### src/rtl/resadd_rdma_v2.sv
// rtl/resadd_rdma_v2.sv - residual-add read-command generator.
// Walks CH x H x ceil(W/BL) bursts and issues one MCIF read per burst (A, optionally B).
module resadd_rdma_v2 #(
   parameter int LOG2_BURST = 4,
   parameter int PIX_BYTES  = 64,
   parameter int W_BITS     = 12,
   parameter int H_BITS     = 12,
   parameter int CH_BITS    = 10,
   parameter int ADDR_W     = 32
) (
   input  logic                  clk,
   input  logic                  rst,
   input  logic                  start,
   input  logic                  abort,
   input  logic                  dual_src,
   input  logic [W_BITS-1:0]     W,
   input  logic [H_BITS-1:0]     H,
   input  logic [CH_BITS-1:0]    CH_div_Tout,
   input  logic [ADDR_W-1:0]     base_addr_a,
   input  logic [ADDR_W-1:0]     base_addr_b,
   input  logic [ADDR_W-1:0]     surface_stride,
   input  logic [15:0]           line_stride,
   output logic                  busy,
   output logic                  done,
   output logic                  rd_req_vld,
   input  logic                  rd_req_rdy,
   output logic [LOG2_BURST-1:0] rd_req_len,
   output logic [ADDR_W-1:0]     rd_req_addr,
   output logic                  rd_req_src
);

   localparam int BL = 1 << LOG2_BURST;
   localparam logic [ADDR_W-1:0]     BURST_BYTES = ADDR_W'(BL * PIX_BYTES);
   localparam logic [LOG2_BURST-1:0] LEN_FULL    = LOG2_BURST'(BL - 1);

   typedef enum logic [1:0] {IDLE, ISSUE, FIN} state_t;

   state_t                state_q, state_d;
   logic                  busy_q, busy_d, done_q, done_d, vld_q, vld_d, src_q, src_d;
   logic [LOG2_BURST-1:0] len_q, len_d, len_last_q, len_last_d;
   logic [ADDR_W-1:0]     addr_q, addr_d;
   logic                  dual_q, dual_d;
   logic [W_BITS-1:0]     wb_last_q, wb_last_d, wb_q, wb_d;
   logic [H_BITS-1:0]     h_last_q, h_last_d, h_q, h_d;
   logic [CH_BITS-1:0]    ch_last_q, ch_last_d, ch_q, ch_d;
   logic [ADDR_W-1:0]     base_a_q, base_a_d, base_b_q, base_b_d;
   logic [ADDR_W-1:0]     surf_q, surf_d, line_q, line_d;
   logic [ADDR_W-1:0]     wb_off_q, wb_off_d, h_off_q, h_off_d, ch_off_q, ch_off_d;

   logic [W_BITS-1:0]     w_m1;
   logic                  handshake, last_cmd;

   always_comb begin
      state_d = state_q;   busy_d = busy_q;     done_d = 1'b0;
      vld_d = vld_q;       src_d = src_q;       len_d = len_q;
      addr_d = addr_q;     dual_d = dual_q;     len_last_d = len_last_q;
      wb_last_d = wb_last_q; h_last_d = h_last_q; ch_last_d = ch_last_q;
      base_a_d = base_a_q; base_b_d = base_b_q; surf_d = surf_q; line_d = line_q;
      wb_d = wb_q;         h_d = h_q;           ch_d = ch_q;
      wb_off_d = wb_off_q; h_off_d = h_off_q;   ch_off_d = ch_off_q;

      w_m1      = W - W_BITS'(1);
      handshake = vld_q && rd_req_rdy;
      last_cmd  = (!dual_q || src_q) && (wb_q == wb_last_q) &&
                  (h_q == h_last_q) && (ch_q == ch_last_q);

      case (state_q)
         IDLE: begin
            if (start && !abort) begin
               dual_d     = dual_src;
               wb_last_d  = w_m1 >> LOG2_BURST;
               len_last_d = w_m1[LOG2_BURST-1:0];
               h_last_d   = H - H_BITS'(1);
               ch_last_d  = CH_div_Tout - CH_BITS'(1);
               base_a_d   = base_addr_a;
               base_b_d   = base_addr_b;
               surf_d     = surface_stride;
               line_d     = {{(ADDR_W-16){1'b0}}, line_stride};
               wb_d = '0;     h_d = '0;     ch_d = '0;
               wb_off_d = '0; h_off_d = '0; ch_off_d = '0;
               src_d  = 1'b0;
               busy_d = 1'b1;
               if (W == '0 || H == '0 || CH_div_Tout == '0) begin
                  state_d = FIN;
                  done_d  = 1'b1;
               end else begin
                  state_d = ISSUE;
                  vld_d   = 1'b1;
                  addr_d  = base_addr_a;
                  len_d   = ((w_m1 >> LOG2_BURST) == '0) ? w_m1[LOG2_BURST-1:0] : LEN_FULL;
               end
            end
         end
         ISSUE: begin
            if (handshake) begin
               if (abort) begin
                  state_d = IDLE;
                  busy_d  = 1'b0;
                  vld_d   = 1'b0;
               end else if (dual_q && !src_q) begin
                  src_d  = 1'b1;
                  addr_d = base_b_q + ch_off_q + h_off_q + wb_off_q;
               end else if (last_cmd) begin
                  state_d = FIN;
                  vld_d   = 1'b0;
                  done_d  = 1'b1;
               end else begin
                  src_d = 1'b0;
                  // Offsets are accumulated per loop level and cleared on wrap.
                  if (wb_q == wb_last_q) begin
                     wb_d = '0;
                     wb_off_d = '0;
                     if (h_q == h_last_q) begin
                        h_d = '0;
                        h_off_d = '0;
                        ch_d = ch_q + CH_BITS'(1);
                        ch_off_d = ch_off_q + surf_q;
                     end else begin
                        h_d = h_q + H_BITS'(1);
                        h_off_d = h_off_q + line_q;
                     end
                  end else begin
                     wb_d = wb_q + W_BITS'(1);
                     wb_off_d = wb_off_q + BURST_BYTES;
                  end
                  addr_d = base_a_q + ch_off_d + h_off_d + wb_off_d;
                  len_d  = (wb_d == wb_last_q) ? len_last_q : LEN_FULL;
               end
            end
         end
         FIN: begin
            state_d = IDLE;
            busy_d  = 1'b0;
         end
         default: begin
            state_d = IDLE;
            busy_d  = 1'b0;
            vld_d   = 1'b0;
         end
      endcase
   end

   always_ff @(posedge clk or posedge rst) begin
      if (rst) begin
         state_q <= IDLE;  busy_q <= 1'b0;  done_q <= 1'b0;  vld_q <= 1'b0;
         src_q <= 1'b0;    len_q <= '0;     addr_q <= '0;    dual_q <= 1'b0;
         len_last_q <= '0; wb_last_q <= '0; h_last_q <= '0;  ch_last_q <= '0;
         base_a_q <= '0;   base_b_q <= '0;  surf_q <= '0;    line_q <= '0;
         wb_q <= '0;       h_q <= '0;       ch_q <= '0;
         wb_off_q <= '0;   h_off_q <= '0;   ch_off_q <= '0;
      end else begin
         state_q <= state_d;  busy_q <= busy_d;  done_q <= done_d;  vld_q <= vld_d;
         src_q <= src_d;      len_q <= len_d;    addr_q <= addr_d;  dual_q <= dual_d;
         len_last_q <= len_last_d; wb_last_q <= wb_last_d;
         h_last_q <= h_last_d;     ch_last_q <= ch_last_d;
         base_a_q <= base_a_d; base_b_q <= base_b_d; surf_q <= surf_d; line_q <= line_d;
         wb_q <= wb_d;         h_q <= h_d;           ch_q <= ch_d;
         wb_off_q <= wb_off_d; h_off_q <= h_off_d;   ch_off_q <= ch_off_d;
      end
   end

   assign busy        = busy_q;
   assign done        = done_q;
   assign rd_req_vld  = vld_q;
   assign rd_req_len  = len_q;
   assign rd_req_addr = addr_q;
   assign rd_req_src  = src_q;

endmodule

### config.mk
export PLATFORM = sky130hd
export DESIGN_NAME = resadd_rdma_v2
export DESIGN_NICKNAME = d
export VERILOG_FILES = /design/src/rtl/resadd_rdma_v2.sv
export SDC_FILE = /design/constraint.sdc
export NUM_CORES = 1
export LEC_CHECK = 0
export CORE_ASPECT_RATIO = 1.5
export CORE_UTILIZATION = 30
export CTS_CLUSTER_DIAMETER = 120
export CTS_CLUSTER_SIZE = 16
export DETAILED_ROUTE_END_ITERATION = 7
export PLACE_DENSITY_LB_ADDON = 0.15
export SLEW_MARGIN = 15
export SYNTH_ARGS = -nofsm -noshare
export SYNTH_HDL_FRONTEND = slang
export SYNTH_SLANG_ARGS = --single-unit
### constraint.sdc
create_clock -name clk -period 10 [get_ports clk]
set_input_delay 1 -clock clk [delete_from_list [all_inputs] [get_ports clk]]
set_output_delay 1 -clock clk [all_outputs]
set_load 0.02 [all_outputs]
==> flow_metrics.env <==
export IMPL_placed_cells=3817
export IMPL_start_util=0.305
export IMPL_wl_mm=83.0
export IMPL_p_leak_nw=12.2
export IMPL_reg2reg_setup_slack_ns=3.04
export IMPL_die_y_um=344
export IMPL_ys_seq_area_frac=0.342
export IMPL_cts_buffer_depth=3
export IMPL_track_usage=0.211
export IMPL_place_congestion=0.900
export IMPL_worst_slew_pin_slew_ns=1.04
export IMPL_cts_root_buf="clkbuf_16"
export IMPL_io_pins=192
export IMPL_fin_nets=3228
export IMPL_std_cell_rows=124
export IMPL_rsz0062_at_grt="no"
export IMPL_clk_pin_slew_ns=0.09
export IMPL_grt_overflow_total=0
export IMPL_cp_slowest_stage_delay_ns=0.59
export IMPL_die_area_um2=79000
export IMPL_setup_tns_ns=0
export IMPL_drive_gt1_frac=0.0289
export IMPL_layout_commonest_cell="nand2_1"
export IMPL_cts_tree="built"
export IMPL_cp_slowest_cell="a21oi_1"
export IMPL_avgSynthCellArea_um2=8.64
export IMPL_hold_viol_final=0
export IMPL_grt_pass1_wl_mm=125
export IMPL_status="finished, final reports clean"
export IMPL_clock_skew_final_ns=0.0324
export IMPL_coreArea_um2=76600
export IMPL_crit_buf_inv=3
export IMPL_drv_cap=0
export IMPL_cts_sinks=319
export IMPL_critPathRequiredTime_ns=10.44
export IMPL_final_cell_mix="nand2_1, dfrtp_1, o21ai_0"
export IMPL_fin_hold_ws_ns=0.483
export IMPL_fin_crit_ns=6.96
export IMPL_cts_resized=0
export IMPL_ys_seq_elements=319
export IMPL_place_area_um2=26300
export IMPL_dieWidth_um=230
export IMPL_ys_warn_count=0
export IMPL_fin_area_um2=26900
export IMPL_cts_buffers=23
export IMPL_synth_edf_count=0
export IMPL_grt_antenna_before_repair=1
export IMPL_dp_hpwl_mm=64.4
export IMPL_reg2reg_from="wb_q[8]$_DFFE_PP0P_"
export IMPL_ys_types=80
export IMPL_cp_end_kind="flip-flop"
export IMPL_power_density_nw_per_um2=243
export IMPL_cp_depth=21
export IMPL_post_cts_buffers=0
export IMPL_fin_cells=3843
export IMPL_wl_per_cell_um=21.6
export IMPL_dr_total_vias=19900
export IMPL_worstSetupStartpoint="wb_q[8]$_DFFE_PP0P_"
export IMPL_critPathLaunchType="flip-flop"
export IMPL_worstPathMaxFanout=68
export IMPL_hold_end="rd_req_len[1]$_DFFE_PP0P_"
export IMPL_worst_slack_ns=3.04
export IMPL_htree_levels=1
export IMPL_crit_type="reg -> reg"
export IMPL_drtAntennaViolNets=0
export IMPL_area_growth_pct=15.2
export IMPL_grt_max_degree=141
export IMPL_viasPerCell=5.18
export IMPL_syn_num_nets=3096
export IMPL_critical_path_top_delay_family="compound AO/OA/AOI/OAI gates"
export IMPL_r2r_cells=21
export IMPL_irDropWorstVdd_mv=0.137
export IMPL_holdCritPathClass="reg -> reg"
export IMPL_grt_pass1_vias=20600
export IMPL_cp_arrival_ns=7.41
export IMPL_period_share=0.696
export IMPL_numPortBuffers=191
export IMPL_insertion_delay_ns=0.59
export IMPL_place_ws_ns=3.17
export IMPL_drc=0
export IMPL_holdPathStages=2
export IMPL_syn_cell_area_um2=23400
export IMPL_relSlewSlack=0.304
export IMPL_hp_start="rd_req_len[1]$_DFFE_PP0P_"
export IMPL_synthArstFlopShare=1.00
export IMPL_cts_hold_buffers_added=0
export IMPL_drt_first_pass_iters=7
export IMPL_synth_cells=2702
export IMPL_crit_chain="or4_1, nor2_1, and3_1, buf_4, nand2_2, buf_4, a21oi_1, fa_1, fa_1, inv_1, ha_1, a2111oi_0, a22oi_1, a41oi_1, o21ai_0, a21oi_1, a211o_1, nor2b_1, or3_1, nand3_1, a31oi_1"
export IMPL_max_freq_mhz=144
export IMPL_slew_viol_final=0
export IMPL_ys_flop_type="dfrtp_1"
export IMPL_setup_viol=0
export IMPL_drtIter0Drc=1106
export IMPL_r2r_end="rd_req_addr[28]$_DFFE_PP0P_"
through the flow:
stage | total power [mW] | util
floorplan | 4.42 | -
global placement | 5.67 | 0.343
detailed placement | 5.71 | 0.343
CTS | 6.65 | 0.351
global route | 7.11 | 0.351
finish | 6.55 | 0.351
cell families (layout without fill, tap and decap cells):
logic type,Yosys count,in the layout,share of synthesized area
simple gates,1030,1030,0.196
compound gates,662,662,0.173
flops,319,319,0.342
fa+ha+maj,242,242,0.170
buf+inv,235,367,0.0390
xor+xnor,207,207,0.0776
mux,7,7,0.00327
other cells,0,1,0
area by class of cell:
| type | instances | area [µm²] |
|---|---|---|
| multi-input cells | 2148 | 14500 |
| repair buffers | 211 | 2070 |
| clock buffers | 24 | 579 |
| fillers | 8019 | 49700 |
| well taps | 1008 | 1260 |
| flip-flops and latches | 319 | 7980 |
| diodes | 1 | 2.50 |
| inverters | 131 | 499 |
| clock inverters | 1 | 8.76 |
sequential cells by signal, indices dropped and copies added (netlist names), 4 cells and up:
| signal | cells |
|---|---|
| rd_req_len | 4 |
| wb_last_q | 8 |
| h_last_q | 12 |
| rd_req_addr | 32 |
| wb_off_q | 32 |
| ch_last_q | 10 |
| len_last_q | 4 |
| base_a_q | 32 |
| h_off_q | 32 |
| surf_q | 32 |
| wb_q | 12 |
| base_b_q | 32 |
| line_q | 16 |
| ch_off_q | 32 |
| ch_q | 10 |
| h_q | 12 |
power breakdown:
part,leakage [nW],switching [mW],internal (mW)
clock,0.289,0.505,0.411
combinational,7.72,2.25,1.33
sequential,4.15,0.369,1.69
total,12.2,3.12,3.43
tightest hold or removal path: stages (launching register included):
cell and delay [ns]:
dfrtp_1 0.36, nand2_1 0.05, nand2_1 0.05
cell usage after synthesis (10+ instances only):
| library cell | count | area share |
|---|---|---|
| a211oi_1 | 24 | 0.0077 |
| a21o_1 | 43 | 0.014 |
| a21oi_1 | 160 | 0.034 |
| a22oi_1 | 10 | 0.0032 |
| a31oi_1 | 21 | 0.0056 |
| and2_1 | 12 | 0.0032 |
| and3_1 | 39 | 0.010 |
| buf_2 | 19 | 0.0041 |
| clkbuf_1 | 80 | 0.013 |
| dfrtp_1 | 319 | 0.34 |
| fa_1 | 126 | 0.11 |
| ha_1 | 116 | 0.062 |
| inv_1 | 131 | 0.021 |
| nand2_1 | 588 | 0.095 |
| nand2b_1 | 17 | 0.0046 |
| nand3_1 | 47 | 0.010 |
| nand4_1 | 29 | 0.0078 |
| nor2_1 | 147 | 0.024 |
| nor2b_1 | 25 | 0.0067 |
| nor3_1 | 48 | 0.010 |
| nor4_1 | 10 | 0.0027 |
| o211ai_1 | 15 | 0.0048 |
| o21a_1 | 14 | 0.0045 |
| o21ai_0 | 242 | 0.052 |
| o21ai_1 | 12 | 0.0026 |
| o21bai_1 | 11 | 0.0035 |
| o31ai_1 | 47 | 0.015 |
| or2_2 | 10 | 0.0027 |
| or3_1 | 24 | 0.0064 |
| xnor2_1 | 121 | 0.045 |
| xor2_1 | 86 | 0.032 |
layer usage:
metal	track usage	wire length (µm)	vias up
met1	0.215	29600	9722
met3	0.0170	2520	167
met4	0.148	6590	0
met5	0	0	-
li1	-	-	9515
met2	0.402	44300	489
how the worst max path moves through the flow:
stage,endpoint,slack [ns]
floorplan,base_a_q[0]$_DFFE_PP0P_,0.17
global placement,rd_req_addr[28]$_DFFE_PP0P_,3.33
detailed placement,rd_req_addr[28]$_DFFE_PP0P_,3.17
CTS,rd_req_addr[28]$_DFFE_PP0P_,3.11
global route,rd_req_addr[28]$_DFFE_PP0P_,2.73
finish,rd_req_addr[28]$_DFFE_PP0P_,3.04
(Power assumes the default switching activity.)
